==> config.mk <==
export PLATFORM = sky130hd
export DESIGN_NAME = mem_write_buffer_flat
export DESIGN_NICKNAME = d
export VERILOG_FILES = /design/src/rtl/mem_write_buffer_pkg.sv /design/src/rtl/mem_write_buffer_if.sv /design/src/rtl/mem_write_buffer_wb_fifo.sv /design/src/rtl/mem_write_buffer.sv /design/src/flat_wrapper.sv
export SDC_FILE = /design/constraint.sdc
export NUM_CORES = 1
export LEC_CHECK = 0
export CAP_MARGIN = 0
export CORE_MARGIN = 2
export CORE_UTILIZATION = 59
export DETAILED_ROUTE_END_ITERATION = 8
export MAX_ROUTING_LAYER = met4
export PLACE_DENSITY = 0.83
export SYNTH_ARGS = -nofsm -noshare
export SYNTH_HDL_FRONTEND = slang
export SYNTH_SLANG_ARGS = --single-unit
==> constraint.sdc <==
create_clock -name ph1 -period 3.91 [get_ports ph1]
set_input_delay 0.782 -clock ph1 [delete_from_list [all_inputs] [get_ports ph1]]
set_output_delay 0.782 -clock ph1 [all_outputs]
set_load 0.01 [all_outputs]
==> src/rtl/mem_write_buffer_pkg.sv <==
// Shared types and constants for the posted-write buffer and its memory port.
package mem_write_buffer_pkg;

  localparam int unsigned AW_DEFAULT = 27;
  localparam int unsigned BEW        = 4;
  localparam int unsigned DW         = 32;

  // Memory-port sequencer states.
  typedef enum logic [1:0] {
    ST_IDLE = 2'd0,
    ST_WR   = 2'd1,
    ST_RD   = 2'd2,
    ST_GAP  = 2'd3
  } wb_state_e;

  // One buffered write. The address field is sized for the default port
  // width; narrower ports zero-extend into it.
  typedef struct packed {
    logic [AW_DEFAULT-1:0] adr;
    logic [DW-1:0]         data;
    logic [BEW-1:0]        byteen;
  } wb_entry_t;

  // Packs a request into a buffer entry.
  function automatic wb_entry_t make_entry(input logic [AW_DEFAULT-1:0] adr,
                                           input logic [DW-1:0]         data,
                                           input logic [BEW-1:0]        byteen);
    wb_entry_t e;
    e.adr    = adr;
    e.data   = data;
    e.byteen = byteen;
    return e;
  endfunction

endpackage

==> src/rtl/mem_write_buffer_if.sv <==
// Cache-controller side and external-memory side of the write buffer.
interface mem_write_buffer_if
  import mem_write_buffer_pkg::*;
#(
  parameter int unsigned AW    = AW_DEFAULT,
  parameter int unsigned DEPTH = 4
);

  localparam int unsigned CW = $clog2(DEPTH) + 1;

  // Cache-controller request/response.
  logic [AW-1:0]  cadr;
  logic [DW-1:0]  cwdata;
  logic [BEW-1:0] cbyteen;
  logic           crwb;
  logic           cen;
  logic           cdone;
  logic [DW-1:0]  crdata;

  // External memory port.
  logic [AW-1:0]  memadr;
  logic [DW-1:0]  memwdata;
  logic [DW-1:0]  memrdata;
  logic [BEW-1:0] membyteen;
  logic           memrwb;
  logic           memen;
  logic           memdone;

  // Status.
  logic [CW-1:0]  wbcount;
  logic           wbempty;

  // Buffer's view.
  modport slave (
    input  cadr, cwdata, cbyteen, crwb, cen, memrdata, memdone,
    output cdone, crdata, memadr, memwdata, membyteen, memrwb, memen,
           wbcount, wbempty
  );

  // Requester / memory model view.
  modport master (
    output cadr, cwdata, cbyteen, crwb, cen, memrdata, memdone,
    input  cdone, crdata, memadr, memwdata, membyteen, memrwb, memen,
           wbcount, wbempty
  );

endinterface

==> src/rtl/mem_write_buffer_wb_fifo.sv <==
// Circular store of posted writes with an address-match port for read hazards.
module wb_fifo
  import mem_write_buffer_pkg::*;
#(
  parameter int unsigned DEPTH = 4,
  parameter int unsigned AW    = AW_DEFAULT,
  localparam int unsigned PW   = $clog2(DEPTH),
  localparam int unsigned CW   = PW + 1
) (
  input  logic          clk_i,
  input  logic          rst_ni,
  input  logic          enq_i,
  input  wb_entry_t     enq_entry_i,
  input  logic          deq_i,
  input  logic [AW-1:0] match_adr_i,
  output wb_entry_t     head_o,
  output logic          full_o,
  output logic          empty_o,
  output logic [CW-1:0] count_o,
  output logic          match_o
);

  wb_entry_t        mem_q [DEPTH];
  logic [DEPTH-1:0] valid_q, valid_d;
  logic [PW-1:0]    head_q, head_d;
  logic [PW-1:0]    tail_q, tail_d;
  logic [CW-1:0]    count_q, count_d;

  assign full_o  = (count_q == CW'(DEPTH));
  assign empty_o = (count_q == '0);
  assign count_o = count_q;
  assign head_o  = mem_q[head_q];

  // Pointer, occupancy and per-slot valid next state.
  always_comb begin
    head_d  = head_q;
    tail_d  = tail_q;
    count_d = count_q;
    valid_d = valid_q;
    if (enq_i) begin
      tail_d          = tail_q + 1'b1;
      valid_d[tail_q] = 1'b1;
    end
    if (deq_i) begin
      head_d          = head_q + 1'b1;
      valid_d[head_q] = 1'b0;
    end
    case ({enq_i, deq_i})
      2'b10:   count_d = count_q + 1'b1;
      2'b01:   count_d = count_q - 1'b1;
      default: count_d = count_q;
    endcase
  end

  // Pointer, occupancy and valid registers.
  always_ff @(posedge clk_i or negedge rst_ni) begin
    if (!rst_ni) begin
      head_q  <= '0;
      tail_q  <= '0;
      count_q <= '0;
      valid_q <= '0;
    end else begin
      head_q  <= head_d;
      tail_q  <= tail_d;
      count_q <= count_d;
      valid_q <= valid_d;
    end
  end

  // Entry storage, written at the tail on enqueue.
  always_ff @(posedge clk_i or negedge rst_ni) begin
    if (!rst_ni) begin
      for (int unsigned i = 0; i < DEPTH; i++) begin
        mem_q[i] <= '0;
      end
    end else if (enq_i) begin
      mem_q[tail_q] <= enq_entry_i;
    end
  end

  // A read hits if any live entry carries its address; byte enables ignored.
  always_comb begin
    match_o = 1'b0;
    for (int unsigned i = 0; i < DEPTH; i++) begin
      if (valid_q[i] && (AW'(mem_q[i].adr) == match_adr_i)) begin
        match_o = 1'b1;
      end
    end
  end

endmodule

==> src/rtl/mem_write_buffer.sv <==
// Posted-write buffer between the cache controller and external memory.
// Writes are acknowledged once queued and drain in order; non-hitting reads
// go ahead of queued writes.
module mem_write_buffer
  import mem_write_buffer_pkg::*;
#(
  parameter int unsigned DEPTH = 4,
  parameter int unsigned AW    = AW_DEFAULT
) (
  input  logic              ph1,
  input  logic              resetb,
  mem_write_buffer_if.slave bus
);

  localparam int unsigned CW = $clog2(DEPTH) + 1;

  wb_state_e      state_q, state_d;
  logic           memen_q, memen_d;
  logic           memrwb_q, memrwb_d;
  logic [AW-1:0]  memadr_q, memadr_d;
  logic [DW-1:0]  memwdata_q, memwdata_d;
  logic [BEW-1:0] membyteen_q, membyteen_d;
  logic           cdone_q, cdone_d;
  logic [DW-1:0]  crdata_q, crdata_d;

  wb_entry_t      enq_entry;
  wb_entry_t      head;
  logic           full;
  logic           empty;
  logic           hit;
  logic           wr_acc;
  logic           rd_req;
  logic           deq;
  logic [CW-1:0]  count;

  // A request seen during its own cdone cycle is stale and never accepted.
  assign wr_acc    = bus.cen & ~bus.crwb & ~full & ~cdone_q;
  assign rd_req    = bus.cen &  bus.crwb & ~cdone_q;
  assign deq       = (state_q == ST_WR) & bus.memdone;
  assign enq_entry = make_entry(AW_DEFAULT'(bus.cadr), bus.cwdata, bus.cbyteen);

  wb_fifo #(
    .DEPTH (DEPTH),
    .AW    (AW)
  ) u_fifo (
    .clk_i       (ph1),
    .rst_ni      (resetb),
    .enq_i       (wr_acc),
    .enq_entry_i (enq_entry),
    .deq_i       (deq),
    .match_adr_i (bus.cadr),
    .head_o      (head),
    .full_o      (full),
    .empty_o     (empty),
    .count_o     (count),
    .match_o     (hit)
  );

  // Memory-port sequencer: next state and registered port values.
  always_comb begin
    state_d     = state_q;
    memen_d     = memen_q;
    memrwb_d    = memrwb_q;
    memadr_d    = memadr_q;
    memwdata_d  = memwdata_q;
    membyteen_d = membyteen_q;
    crdata_d    = crdata_q;
    cdone_d     = wr_acc;
    case (state_q)
      ST_IDLE: begin
        if (rd_req && !hit && !wr_acc) begin
          state_d     = ST_RD;
          memen_d     = 1'b1;
          memrwb_d    = 1'b1;
          memadr_d    = bus.cadr;
          membyteen_d = bus.cbyteen;
        end else if (!empty) begin
          state_d     = ST_WR;
          memen_d     = 1'b1;
          memrwb_d    = 1'b0;
          memadr_d    = AW'(head.adr);
          memwdata_d  = head.data;
          membyteen_d = head.byteen;
        end
      end
      ST_WR: begin
        if (bus.memdone) begin
          state_d = ST_GAP;
          memen_d = 1'b0;
        end
      end
      ST_RD: begin
        if (bus.memdone) begin
          state_d  = ST_GAP;
          memen_d  = 1'b0;
          crdata_d = bus.memrdata;
          cdone_d  = 1'b1;
        end
      end
      ST_GAP: begin
        state_d = ST_IDLE;
      end
      default: begin
        state_d = ST_IDLE;
        memen_d = 1'b0;
      end
    endcase
  end

  // Sequencer and port registers; reset abandons any in-flight access.
  always_ff @(posedge ph1 or negedge resetb) begin
    if (!resetb) begin
      state_q     <= ST_IDLE;
      memen_q     <= 1'b0;
      memrwb_q    <= 1'b0;
      memadr_q    <= '0;
      memwdata_q  <= '0;
      membyteen_q <= '0;
      cdone_q     <= 1'b0;
      crdata_q    <= '0;
    end else begin
      state_q     <= state_d;
      memen_q     <= memen_d;
      memrwb_q    <= memrwb_d;
      memadr_q    <= memadr_d;
      memwdata_q  <= memwdata_d;
      membyteen_q <= membyteen_d;
      cdone_q     <= cdone_d;
      crdata_q    <= crdata_d;
    end
  end

  assign bus.cdone     = cdone_q;
  assign bus.crdata    = crdata_q;
  assign bus.memen     = memen_q;
  assign bus.memrwb    = memrwb_q;
  assign bus.memadr    = memadr_q;
  assign bus.memwdata  = memwdata_q;
  assign bus.membyteen = membyteen_q;
  assign bus.wbcount   = count;
  assign bus.wbempty   = empty;

endmodule

==> src/flat_wrapper.sv <==
// flat-port wrapper written by rule: the top's interface ports become plain ports
module mem_write_buffer_flat import mem_write_buffer_pkg::*;
#(
  parameter int unsigned DEPTH = 4,
  parameter int unsigned AW    = AW_DEFAULT
)
  (ph1, resetb, bus_cadr, bus_cwdata, bus_cbyteen, bus_crwb, bus_cen, bus_memrdata, bus_memdone, bus_cdone, bus_crdata, bus_memadr, bus_memwdata, bus_membyteen, bus_memrwb, bus_memen, bus_wbcount, bus_wbempty);
  mem_write_buffer_if #(.AW(AW), .DEPTH(DEPTH)) bus_i ();
  input  logic ph1;
  input  logic resetb;
  input wire logic [$bits(bus_i.cadr)-1:0] bus_cadr;
  input wire logic [$bits(bus_i.cwdata)-1:0] bus_cwdata;
  input wire logic [$bits(bus_i.cbyteen)-1:0] bus_cbyteen;
  input wire logic [$bits(bus_i.crwb)-1:0] bus_crwb;
  input wire logic [$bits(bus_i.cen)-1:0] bus_cen;
  input wire logic [$bits(bus_i.memrdata)-1:0] bus_memrdata;
  input wire logic [$bits(bus_i.memdone)-1:0] bus_memdone;
  output wire logic [$bits(bus_i.cdone)-1:0] bus_cdone;
  output wire logic [$bits(bus_i.crdata)-1:0] bus_crdata;
  output wire logic [$bits(bus_i.memadr)-1:0] bus_memadr;
  output wire logic [$bits(bus_i.memwdata)-1:0] bus_memwdata;
  output wire logic [$bits(bus_i.membyteen)-1:0] bus_membyteen;
  output wire logic [$bits(bus_i.memrwb)-1:0] bus_memrwb;
  output wire logic [$bits(bus_i.memen)-1:0] bus_memen;
  output wire logic [$bits(bus_i.wbcount)-1:0] bus_wbcount;
  output wire logic [$bits(bus_i.wbempty)-1:0] bus_wbempty;
  assign bus_i.cadr = bus_cadr;
  assign bus_i.cwdata = bus_cwdata;
  assign bus_i.cbyteen = bus_cbyteen;
  assign bus_i.crwb = bus_crwb;
  assign bus_i.cen = bus_cen;
  assign bus_i.memrdata = bus_memrdata;
  assign bus_i.memdone = bus_memdone;
  assign bus_cdone = bus_i.cdone;
  assign bus_crdata = bus_i.crdata;
  assign bus_memadr = bus_i.memadr;
  assign bus_memwdata = bus_i.memwdata;
  assign bus_membyteen = bus_i.membyteen;
  assign bus_memrwb = bus_i.memrwb;
  assign bus_memen = bus_i.memen;
  assign bus_wbcount = bus_i.wbcount;
  assign bus_wbempty = bus_i.wbempty;
  mem_write_buffer #(.DEPTH(DEPTH), .AW(AW)) u_core (.ph1(ph1), .resetb(resetb), .bus(bus_i));
endmodule
==> metrics.md, run 1 <==
| Metric | Value |
|---|---|
| Mux cell area share after synthesis | `0.286` |
| Worst hold margin | `0.258 ns` |
| Max_cap viols | `0` |
| Global-route usage over all layers | `0.290` |
| Setup tns final | `0 ns` |
| Die height | `175 um` |
| Post-synthesis compound-gate area fraction | `0.0445` |
| Critical Path AT | `3.51 ns` |
| CTS sink count | `363` |
| DRC viols | `0` |
| Max Fclk | `321 MHz` |
| Synth Area in XOR/XNOR | `0.0548` |
| Global-route wire length before repair | `67500 um` |
| Synth cell types | `43` |
| Type of the worst setup path | `in2reg` |
| GPL Wtd Cong | `0.891` |
| Slew Viols, Final | `0` |
| Synth warnings | `0` |
| Post-Synth Adder-Cell Area | `0.0106` |
| Mapped Cells | `1260` |
| Final worst slack | `0.791 ns` |
| DR vias/cell | `6.05` |
| Synth Area in Simple Gates | `0.0483` |
| Layout-stage area growth over the synthesis result | `22.1%` |
| Clock buffer depth | `3` |
| CTS root buffer | `clkbuf_16` |
| Most numerous cell in the Yosys netlist | `dfrtp_1` |
| Die W | `175 um` |
| Pin count of the biggest net entering global routing | `107` |
| Critical path peak fanout | `36` |
| Async set or reset register ratio after synthesis | `1.00` |
| Fill count | `1866` |
| Largest area contributor in the netlist | `dfrtp_1` |
| Top cells by area, synth | `dfrtp_1, mux2_2, mux4_2` |
| H-Tree Depth | `2` |
| Vias | `11200` |
| Worst Path Required | `4.30 ns` |
| Seq cells post-synth | `363` |
| Crit path launch type | `input port` |
| Initial Utilization | `0.600` |
| Die footprint | `30700 um2` |
| Period utilization | `0.798` |
| Post-place setup slack | `0.286 ns` |
| Mean Syn Cell Area | `13.7 um2` |
| Hold crit path type | `in2async` |
| # setup viols final | `0` |
| Main flop type after synthesis | `dfrtp_1` |
| LEAKAGE | `8.81 nW` |
| Syn nets | `1374` |
| CTS resizes | `0` |
| Peak supply drop | `0.543 mV` |
| DP Wirelength | `27600 um` |
| Initial antenna violation count | `1` |
| Main combinational cell family by area after synthesis | `multiplexers` |
| Worst-margin pin slew | `0.876 ns` |
| Std-Cell Rows | `62` |
| Layout Skew | `0.0139 ns` |
| Reg2reg setup slack | `1.18 ns` |
| Cell area after synthesis | `17300 um2` |
| Slew HR | `0.416` |
| Vias in the first global route | `12100` |
| Synth top cells by count | `dfrtp_1, mux2_2, nand2_1, xnor2_1, mux4_2` |
| Share of cells above drive strength 1 | `0.334` |
| Drt total wl | `42300 um` |
| Routed Antenna Nets | `0` |
| Clk slew on worst S/H paths | `0.06 ns` |
| # IOs | `202` |
| Outcome | `finished clean` |
| Clk_lat worst skew | `0.53 ns` |
| Post-CTS Hold Fix Bufs | `0` |
| Initial DRC Count | `806` |
| Buffers on Ports | `201` |
| Gr ovfl total | `0` |
| Final Hold Viols | `0` |
| Nets | `1556` |
| TritonCTS Buffers | `39` |
| Area share of the largest cell type after synthesis | `0.526` |
| Util after Layout | `0.733` |
| Wire per inst | `22.8 um` |
| Sequential share of the synthesized area | `0.526` |
| Final min period | `3.12 ns` |
| Core area | `28800 um2` |
| DR pass1 iterations | `5` |
| CP endpoint kind | `register` |
| Post-synth EDFFs | `0` |
| CTS tree | `done` |
| Power Total | `18.2 mW` |
| RSZ-0062 raised after global routing | `false` |
| Pwr Density | `861 nW/um2` |
| Setup bufs post-CTS | `0` |
-- kinds of logic after synthesis --
logic type / count (synthesis)
fa+ha+maj: 14
simple gates: 190
buf+inv: 121
compound gates: 88
xor+xnor: 108
mux: 376
flops: 363
-- area by class of cell --
type                            instances  area (um2)  area share
Multi-Input combinational cell        776        7700       0.365
Clock inverter                         13         188     0.00890
Antenna cell                            2        5.00    0.000237
Inverter                               20        75.1     0.00356
Timing Repair Buffer                  242        2390       0.113
Clock buffer                           58        1160      0.0549
Sequential cell                       363        9090       0.431
Tap cell                              384         480      0.0228
-- critical path: stages --
cell and delay (ns):
clkdlybuf4s50_1 0.59, xnor2_1 0.34, nand4_1 0.15, nor4_1 0.51, a41oi_4 0.19, buf_4 0.34, nand3_1 0.15, buf_4 0.29
o211ai_1 0.16
-- per-layer routing --
layer  routed length [um]  global-route usage  part of all wire
met3                 3080              0.0661             0.073
met5                    0                   -                 0
met2                20800               0.464              0.49
met4                 1270              0.0955             0.030
met1                17100               0.371              0.40
-- report_power, final --
| group | internal, mW | leakage, nW | switching [mW] | total [mW] |
|---|---|---|---|---|
| Clock | 2.32 | 0.652 | 1.49 | 3.81 |
| Combinational | 4.30 | 3.74 | 2.97 | 7.28 |
| Sequential | 5.64 | 4.42 | 1.43 | 7.07 |
-- stage by stage --
| step | cell area (um2) | cells |
|---|---|---|
| final | 21100 | 1858 |
| after global routing | 21100 | 1857 |
| after CTS | 21100 | 1856 |
| after detailed placement | 19700 | 1785 |
| after global placement | 19700 | 1785 |
| after floorplan | 17300 | 1260 |
-- state kept, by name, summed over array words and instances, names as in the netlist --
name / flops
u_core.u_fifo.tail_q: 2
u_core.bus.memen: 1
u_core.bus.membyteen: 4
u_core.u_fifo.count_o: 3
u_core.bus.memrwb: 1
u_core.u_fifo.valid_q: 4
u_core.bus.crdata: 32
u_core.bus.memadr: 27
u_core.state_q: 2
u_core.bus.cdone: 1
u_core.bus.memwdata: 32
u_core.u_fifo.mem_q: 252
u_core.u_fifo.head_q: 2
-- placed cells by master (no fill, tap or decap), types with 5 or more instances in the layout --
| master | n |
|---|---|
| o21ai_0 | 7 |
| mux2_1 | 5 |
| xor2_1 | 27 |
| o211ai_1 | 31 |
| ha_1 | 13 |
| nor4_1 | 9 |
| mux2_2 | 307 |
| clkbuf_1 | 9 |
| clkbuf_8 | 9 |
| clkdlybuf4s50_1 | 200 |
| buf_4 | 36 |
| inv_1 | 20 |
| a32o_1 | 31 |
| clkbuf_16 | 40 |
| mux4_2 | 63 |
| xnor2_1 | 81 |
| nand2_1 | 136 |
| a22oi_1 | 5 |
| dfrtp_1 | 361 |
| nand4_1 | 22 |
| buf_12 | 5 |
-- path summary, 6_finish.rpt --
path | startpoint | to | cells past startpoint
worst max-delay path | bus_cadr[24] | u_core.bus.memadr[19]$_DFFE_PN0P_ | 9
worst min-delay path | resetb | u_core.bus.memadr[17]$_DFFE_PN0P_ | 1
worst max register to register | u_core.u_fifo.mem_q[226]$_DFFE_PN0P_ | u_core.bus.memadr[19]$_DFFE_PN0P_ | 8
worst min register to register | u_core.bus.memwdata[17]$_DFFE_PN0P_ | u_core.bus.memwdata[17]$_DFFE_PN0P_ | 1
max in group asynchronous | resetb | u_core.u_fifo.mem_q[9]$_DFFE_PN0P_ | 2
min in group ph1 | u_core.bus.memwdata[17]$_DFFE_PN0P_ | u_core.bus.memwdata[17]$_DFFE_PN0P_ | 1
(Power assumes the default switching activity.)
==> run 2: changes to the inputs <==
CORE_UTILIZATION = 57   (was 59)
PLACE_DENSITY = 0.81   (was 0.83)
clock period = 3.2 ns   (was 3.91 ns; I/O delays follow)
==> run 2 against run 1 <==
  * Register-to-register slack worse by 0.63 ns
  * Total power is 21% higher
  * First-iteration DRC count is 5.0% higher
  * Final cell count is 1.9% higher
  * Combinational power is 24% higher
  * Die area is 3.4% higher
  * Critical path type unchanged
  * Wire length is 0.35% lower
  * Count of clock-buffer cells in the layout is 2 higher
==> metrics.md, run 2 (synthesis results as in run 1) <==
| Metric | Value |
|---|---|
| Final cell count without fillers | `1893 (+1.9%)` |
| Max Fclk | `347 MHz` |
| Period utilization | `0.902` |
| Cells after DPL | `1825 (+2.2%)` |
| Clk_lat worst skew | `0.53 ns (about the same)` |
| LEAKAGE | `8.99 nW (+2.0%)` |
| Critical Path AT | `3.30 ns (-0.21 ns)` |
| Switching portion of total power | `0.325 (+0.000755)` |
| Max reg flops | `252 (unchanged)` |
| CTS sink count | `363 (unchanged)` |
| Max_cap viols | `0 (unchanged)` |
| Critical path origin | `bus_cadr[9]` |
| Placed Instance Area | `20100 um2 (+1.9%)` |
| Initial antenna violation count | `1 (unchanged)` |
| GPL Wtd Cong | `0.948 (+6.4%)` |
| DRC viols | `0 (unchanged)` |
| Wire per inst | `22.3 um (-2.2%)` |
| Pin count of the biggest net entering global routing | `83 (-22%)` |
| Clk slew on worst S/H paths | `0.06 ns (about the same)` |
| Reg with most FFs | `u_core.u_fifo.mem_q` |
| Core area | `29700 um2 (+3.3%)` |
| Die W | `178 um (+1.7%)` |
| CTS resizes | `0 (unchanged)` |
| Worst hold margin | `0.128 ns (-0.130 ns)` |
| DP Wirelength | `27100 um (-1.7%)` |
| Final Hold Viols | `0 (unchanged)` |
| Design area | `21400 um2 (+1.3%)` |
| Layout-stage area growth over the synthesis result | `23.6%` |
| Vias in the first global route | `11800 (-2.5%)` |
| Worst-margin pin slew | `0.696 ns (-0.180 ns)` |
| Sw power | `7.15 mW (+21%)` |
| Post-place setup slack | `-0.131 ns (-0.417 ns)` |
| CTS root buffer | `clkbuf_16` |
| Final worst slack | `0.315 ns (-0.476 ns)` |
| Routed Antenna Nets | `0 (unchanged)` |
| Global-route usage over all layers | `0.279 (-0.0116)` |
| Layout Skew | `0.0249 ns (+0.0110 ns)` |
| Outcome | `finished clean` |
| Die height | `178 um (+1.7%)` |
| Buffers on Ports | `201 (unchanged)` |
| Final min period | `2.89 ns` |
| Clock buffer depth | `3 (unchanged)` |
| CP endpoint kind | `register` |
| Std-Cell Rows | `63 (+1.6%)` |
| Nets | `1591 (+2.2%)` |
| Critical path peak fanout | `26 (-28%)` |
| Share of cells above drive strength 1 | `0.346 (+0.0120)` |
| CTS tree | `done` |
| Slew Viols, Final | `0 (unchanged)` |
| DR pass1 iterations | `5 (unchanged)` |
| Commonest non-fill, non-tap cell in the layout | `dfrtp_1` |
| Commonest cells after routing, fill and taps aside | `dfrtp_1, mux2_2, clkdlybuf4s50_1` |
| Setup bufs post-CTS | `0 (unchanged)` |
| Clock network power share | `0.200 (-0.010)` |
| Initial Utilization | `0.581 (-0.0189)` |
| Power share of the sequential group | `0.388 (about the same)` |
| Crit path launch type | `input port` |
| Drt total wl | `42100 um (-0.35%)` |
| # IOs | `202 (unchanged)` |
| Comb power frac | `0.412 (+0.011)` |
| Hold crit path type | `in2async` |
| Global-route wire length before repair | `66300 um (-1.8%)` |
| Initial DRC Count | `846 (+5.0%)` |
| Slew HR | `0.536 (+0.119)` |
| TritonCTS Buffers | `40 (+2.6%)` |
| Pwr Density | `1030 nW/um2 (+19%)` |
| Cell-internal power | `14.8 mW (+21%)` |
| # setup viols final | `0 (unchanged)` |
| Gr ovfl total | `0 (unchanged)` |
| RSZ-0062 raised after global routing | `false` |
| Post-CTS Hold Fix Bufs | `0 (unchanged)` |
| Die footprint | `31700 um2 (+3.4%)` |
| H-Tree Depth | `2 (unchanged)` |
| Peak supply drop | `0.600 mV (+10%)` |
| Vias | `11400 (+1.8%)` |
| R2R Path Start | `u_core.u_fifo.mem_q[249]$_DFFE_PN0P_` |
| Worst Path Required | `3.61 ns (-0.69 ns)` |
| Type of the worst setup path | `in2reg` |
| DR vias/cell | `6.05 (about the same)` |
-- run 2: cell count changes in the layout (fill, tap and decap cells not counted), sizes merged --
| cell | change |
|---|---|
| clkinv | -1 |
| clkbuf | +2 |
| clkinvlp | -2 |
| buf | +34 |
| bufinv | -3 |
| diode | -1 |
-- run 2: final cells by class --
cell class / count / area (um2)
antenna: 1 / 2.50
clock buffer: 60 / 1170
clock inverter: 7 / 77.6
fill: 1963 / 8360
inverter: 20 / 75.1
multi-input combinational: 776 / 7700
sequential: 363 / 9090
tap: 390 / 488
timing repair buffer: 276 / 2760
-- run 2: worst max-delay path, cell delays in order --
cell and delay, ns:
clkdlybuf4s50_1 0.41, buf_4 0.18, xnor2_1 0.33, nand4_1 0.23, nor4_1 0.33, buf_4 0.18, a41oi_4 0.15, a31oi_4 0.23
buf_12 0.23, mux2_2 0.36
-- run 2: final timing paths --
check	to	slack (ns)	depth (start not counted)
worst max-delay path	u_core.bus.memwdata[9]$_DFFE_PN0P_	0.31	10
worst min register to register	u_core.bus.memwdata[29]$_DFFE_PN0P_	0.48	1
min in group ph1	u_core.bus.memwdata[29]$_DFFE_PN0P_	0.48	1
worst min-delay path	u_core.u_fifo.mem_q[234]$_DFFE_PN0P_	0.13	1
worst max register to register	u_core.bus.memwdata[9]$_DFFE_PN0P_	0.55	8
max in group asynchronous	u_core.u_fifo.mem_q[96]$_DFFE_PN0P_	2.22	2
-- run 2: power groups by stage --
stage	Combinational [mW]	Sequential (mW)	Clock [mW]
after detailed placement	9.06	8.54	0
after floorplan	5.82	8.31	0
after global routing	9.74	8.79	4.65
after CTS	9.12	8.49	4.47
final	9.05	8.52	4.39
after global placement	8.83	8.39	0
-- run 2: metrics by stage --
stage	TNS [ns]	utilization	total power, mW
2_1_floorplan	0	-	14.1
3_3_place_gp	-1.61	0.677	17.2
3_5_place_dp	-4.65	0.677	17.6
4_1_cts	0	0.719	22.1
5_1_grt	0	0.719	23.2
6_report	0	0.719	22.0
-- run 2: metal layers --
layer	vias to the layer above	GRT usage	part of all wire	wire, um
met1	5978	0.370	0.42	17900
met5	-	-	0	0
met4	0	0.0772	0.023	984
li1	4994	-	-	-
met3	89	0.0501	0.061	2580
met2	384	0.446	0.49	20700
==> run 3: changes to the inputs <==
CORE_MARGIN = 10   (was 2)
==> run 3 against run 2 <==
  * Setup slack worse by 0.085 ns
  * Clock power up 0.9%
  * Combinational power down 0.4%
  * Flip-flop and latch count unchanged
  * Design area down 0.44%
  * Register-to-register slack better by 0.03 ns
  * Core utilization down 0.50 points
  * Total power up 0.51%
  * Hold slack worse by 0.086 ns
  * Via count down 0.59%
  * Non-clock buffer count down 8
  * Final cell count down 0.32%
==> metrics.md, run 3 (synthesis results as in run 1) <==
| Metric | Value |
|---|---|
| Final cell count without fillers | `1887 (-0.32%)` |
| Buffers on Ports | `201 (unchanged)` |
| TritonCTS Buffers | `38 (-5.0%)` |
| Peak supply drop | `0.654 mV (+9.0%)` |
| Commonest cells after routing, fill and taps aside | `dfrtp_1, mux2_2, clkdlybuf4s50_1` |
| Crit path launch type | `input port` |
| Die footprint | `37700 um2 (+19%)` |
| Global-route wire length before repair | `70100 um (+5.7%)` |
| Slew Viols, Final | `0 (unchanged)` |
| Layout-stage area growth over the synthesis result | `23.1%` |
| Clk_lat worst skew | `0.53 ns (about the same)` |
| Switching portion of total power | `0.327 (+0.00120)` |
| Reg with most FFs | `u_core.u_fifo.mem_q` |
| Post-CTS Hold Fix Bufs | `0 (unchanged)` |
| LEAKAGE | `8.94 nW (-0.51%)` |
| # IOs | `202 (unchanged)` |
| DP Wirelength | `29500 um (+8.8%)` |
| Cell-internal power | `14.9 mW (+0.33%)` |
| Share of cells above drive strength 1 | `0.344 (-0.00150)` |
| DR vias/cell | `6.03 (-0.28%)` |
| CTS resizes | `0 (unchanged)` |
| Final Hold Viols | `0 (unchanged)` |
| Clock buffer depth | `3 (unchanged)` |
| Worst-margin pin slew | `0.844 ns (+0.148 ns)` |
| CTS tree | `done` |
| Period utilization | `0.928 (+0.0266)` |
| # setup viols final | `0 (unchanged)` |
| Comb power frac | `0.408 (-0.004)` |
| Design area | `21300 um2 (-0.44%)` |
| Crit-path slowest cell | `clkdlybuf4s50_1` |
| Most common cell type on the critical path | `buf_4` |
| Initial antenna violation count | `2 (+1)` |
| Initial Utilization | `0.580 (-0.00154)` |
| Slew HR | `0.437 (-0.0986)` |
| Gr ovfl total | `0 (unchanged)` |
| Cells on worst reg2reg path | `9 (+1)` |
| Sw power | `7.21 mW (+0.88%)` |
| Layout Skew | `0.0266 ns (+0.00173 ns)` |
| Placed Instance Area | `20000 um2 (-0.61%)` |
| Critical Path AT | `3.36 ns (+0.06 ns)` |
| Nets | `1581 (-0.63%)` |
| Outcome | `finished clean` |
| Clk slew on worst S/H paths | `0.06 ns (about the same)` |
| Pwr Density | `1040 nW/um2 (+0.95%)` |
| Wire per inst | `23.5 um (+5.8%)` |
| Vias | `11400 (-0.59%)` |
| Setup bufs post-CTS | `0 (unchanged)` |
| GPL Wtd Cong | `0.942 (-0.61%)` |
| Final min period | `2.97 ns (+0.0851 ns)` |
| Initial DRC Count | `746 (-12%)` |
| Critical path peak fanout | `36 (+38%)` |
| Drt total wl | `44400 um (+5.4%)` |
| Die W | `194 um (+9.0%)` |
| Type of the worst setup path | `in2reg` |
| Commonest non-fill, non-tap cell in the layout | `dfrtp_1` |
| Std-Cell Rows | `63 (unchanged)` |
| Vias in the first global route | `12200 (+3.0%)` |
| H-Tree Depth | `2 (unchanged)` |
| Max reg flops | `252 (unchanged)` |
| Core area | `29800 um2 (+0.27%)` |
| Max Fclk | `337 MHz (-2.9%)` |
| CTS root buffer | `clkbuf_16` |
| Pin count of the biggest net entering global routing | `70 (-16%)` |
| Worst stage delay on the critical path | `0.60 ns (+0.19 ns)` |
| Power share of the sequential group | `0.391 (+0.003)` |
| Die height | `194 um (+9.0%)` |
| DR pass1 iterations | `5 (unchanged)` |
| Worst-path cell chain | `clkdlybuf4s50_1 -> buf_4 -> xor2_1 -> nor4_1 -> a41oi_4 -> buf_4 -> nand3_1 -> buf_4 -> o211ai_1` |
| Routed Antenna Nets | `0 (unchanged)` |
| RSZ-0062 raised after global routing | `false` |
| DRC viols | `0 (unchanged)` |
| CTS sink count | `363 (unchanged)` |
| Clock network power share | `0.201 (about the same)` |
| Hold crit path type | `in2async` |
| Cells after DPL | `1817 (-0.44%)` |
| Global-route usage over all layers | `0.238 (-0.0411)` |
| Worst Path Required | `3.59 ns (-0.02 ns)` |
| CP endpoint kind | `register` |
| Max_cap viols | `0 (unchanged)` |
## run 3: cell types whose count changed in the layout (fill, tap and decap cells not counted)
cell / previous run / this run
buf_4: 61 / 58
clkbuf_1: 11 / 8
buf_12: 14 / 9
clkinv_2: 3 / 6
inv_6: 1 / 0
clkbuf_8: 9 / 11
clkbuf_16: 40 / 41
clkinvlp_4: 1 / 0
diode_2: 1 / 3
clkinv_8: 1 / 0
## run 3: critical path, delay by kind of cell
family / cells / cell delay (ns)
xor gates and xnor gates: 1 / 0.14
and+or+nand+nor: 2 / 0.66
AOI/OAI and AO/OA: 2 / 0.41
buffers and inverters: 4 / 1.48
## run 3: area by class of cell
cell class | count | area [um2]
multi-input cells | 776 | 7700
fillers | 2017 | 8530
inverters | 20 | 75.1
well taps | 390 | 488
flip-flops and latches | 363 | 9090
clock inverters | 7 | 60.1
clock buffers | 60 | 1210
repair buffers | 268 | 2630
diodes | 3 | 7.51
## run 3: metrics by stage
step | hold WS [ns] | TNS (ns) | total power [mW] | util | setup WS (ns)
detailed placement | 0.474 | -5.51 | 17.7 | 0.671 | -0.155
global route | 0.0781 | 0 | 23.3 | 0.714 | 0.176
global placement | 0.469 | -2.87 | 17.3 | 0.671 | -0.0796
finish | 0.0417 | 0 | 22.1 | 0.714 | 0.230
floorplan | 0.344 | 0 | 14.1 | - | 0.596
CTS | 0.0743 | 0 | 22.2 | 0.713 | 0.320
## run 3: power by group through the flow
stage	sequential (mW)	combinational [mW]	clock [mW]
floorplan	8.31	5.82	0
global placement	8.51	8.75	0
detailed placement	8.65	9.01	0
CTS	8.61	9.09	4.49
global route	8.93	9.65	4.67
finish	8.64	9.01	4.43
## run 3: final timing paths
check | from | end | slack (ns)
max in group asynchronous | resetb | u_core.bus.memwdata[9]$_DFFE_PN0P_ | 2.26
setup / recovery | bus_cadr[3] | u_core.bus.memadr[3]$_DFFE_PN0P_ | 0.23
min in group ph1 | u_core.bus.memrwb$_DFFE_PN0P_ | u_core.bus.memrwb$_DFFE_PN0P_ | 0.49
hold reg to reg | u_core.bus.memrwb$_DFFE_PN0P_ | u_core.bus.memrwb$_DFFE_PN0P_ | 0.49
hold / removal | resetb | u_core.bus.memadr[17]$_DFFE_PN0P_ | 0.04
setup reg to reg | u_core.u_fifo.mem_q[246]$_DFFE_PN0P_ | u_core.bus.memadr[3]$_DFFE_PN0P_ | 0.58
## run 3: per-layer routing
metal	vias up	GRT usage	part of all wire
met5	-	-	0
met4	0	0.0735	0.028
met3	99	0.0533	0.071
met2	435	0.385	0.49
met1	5883	0.292	0.41
li1	4960	-	-
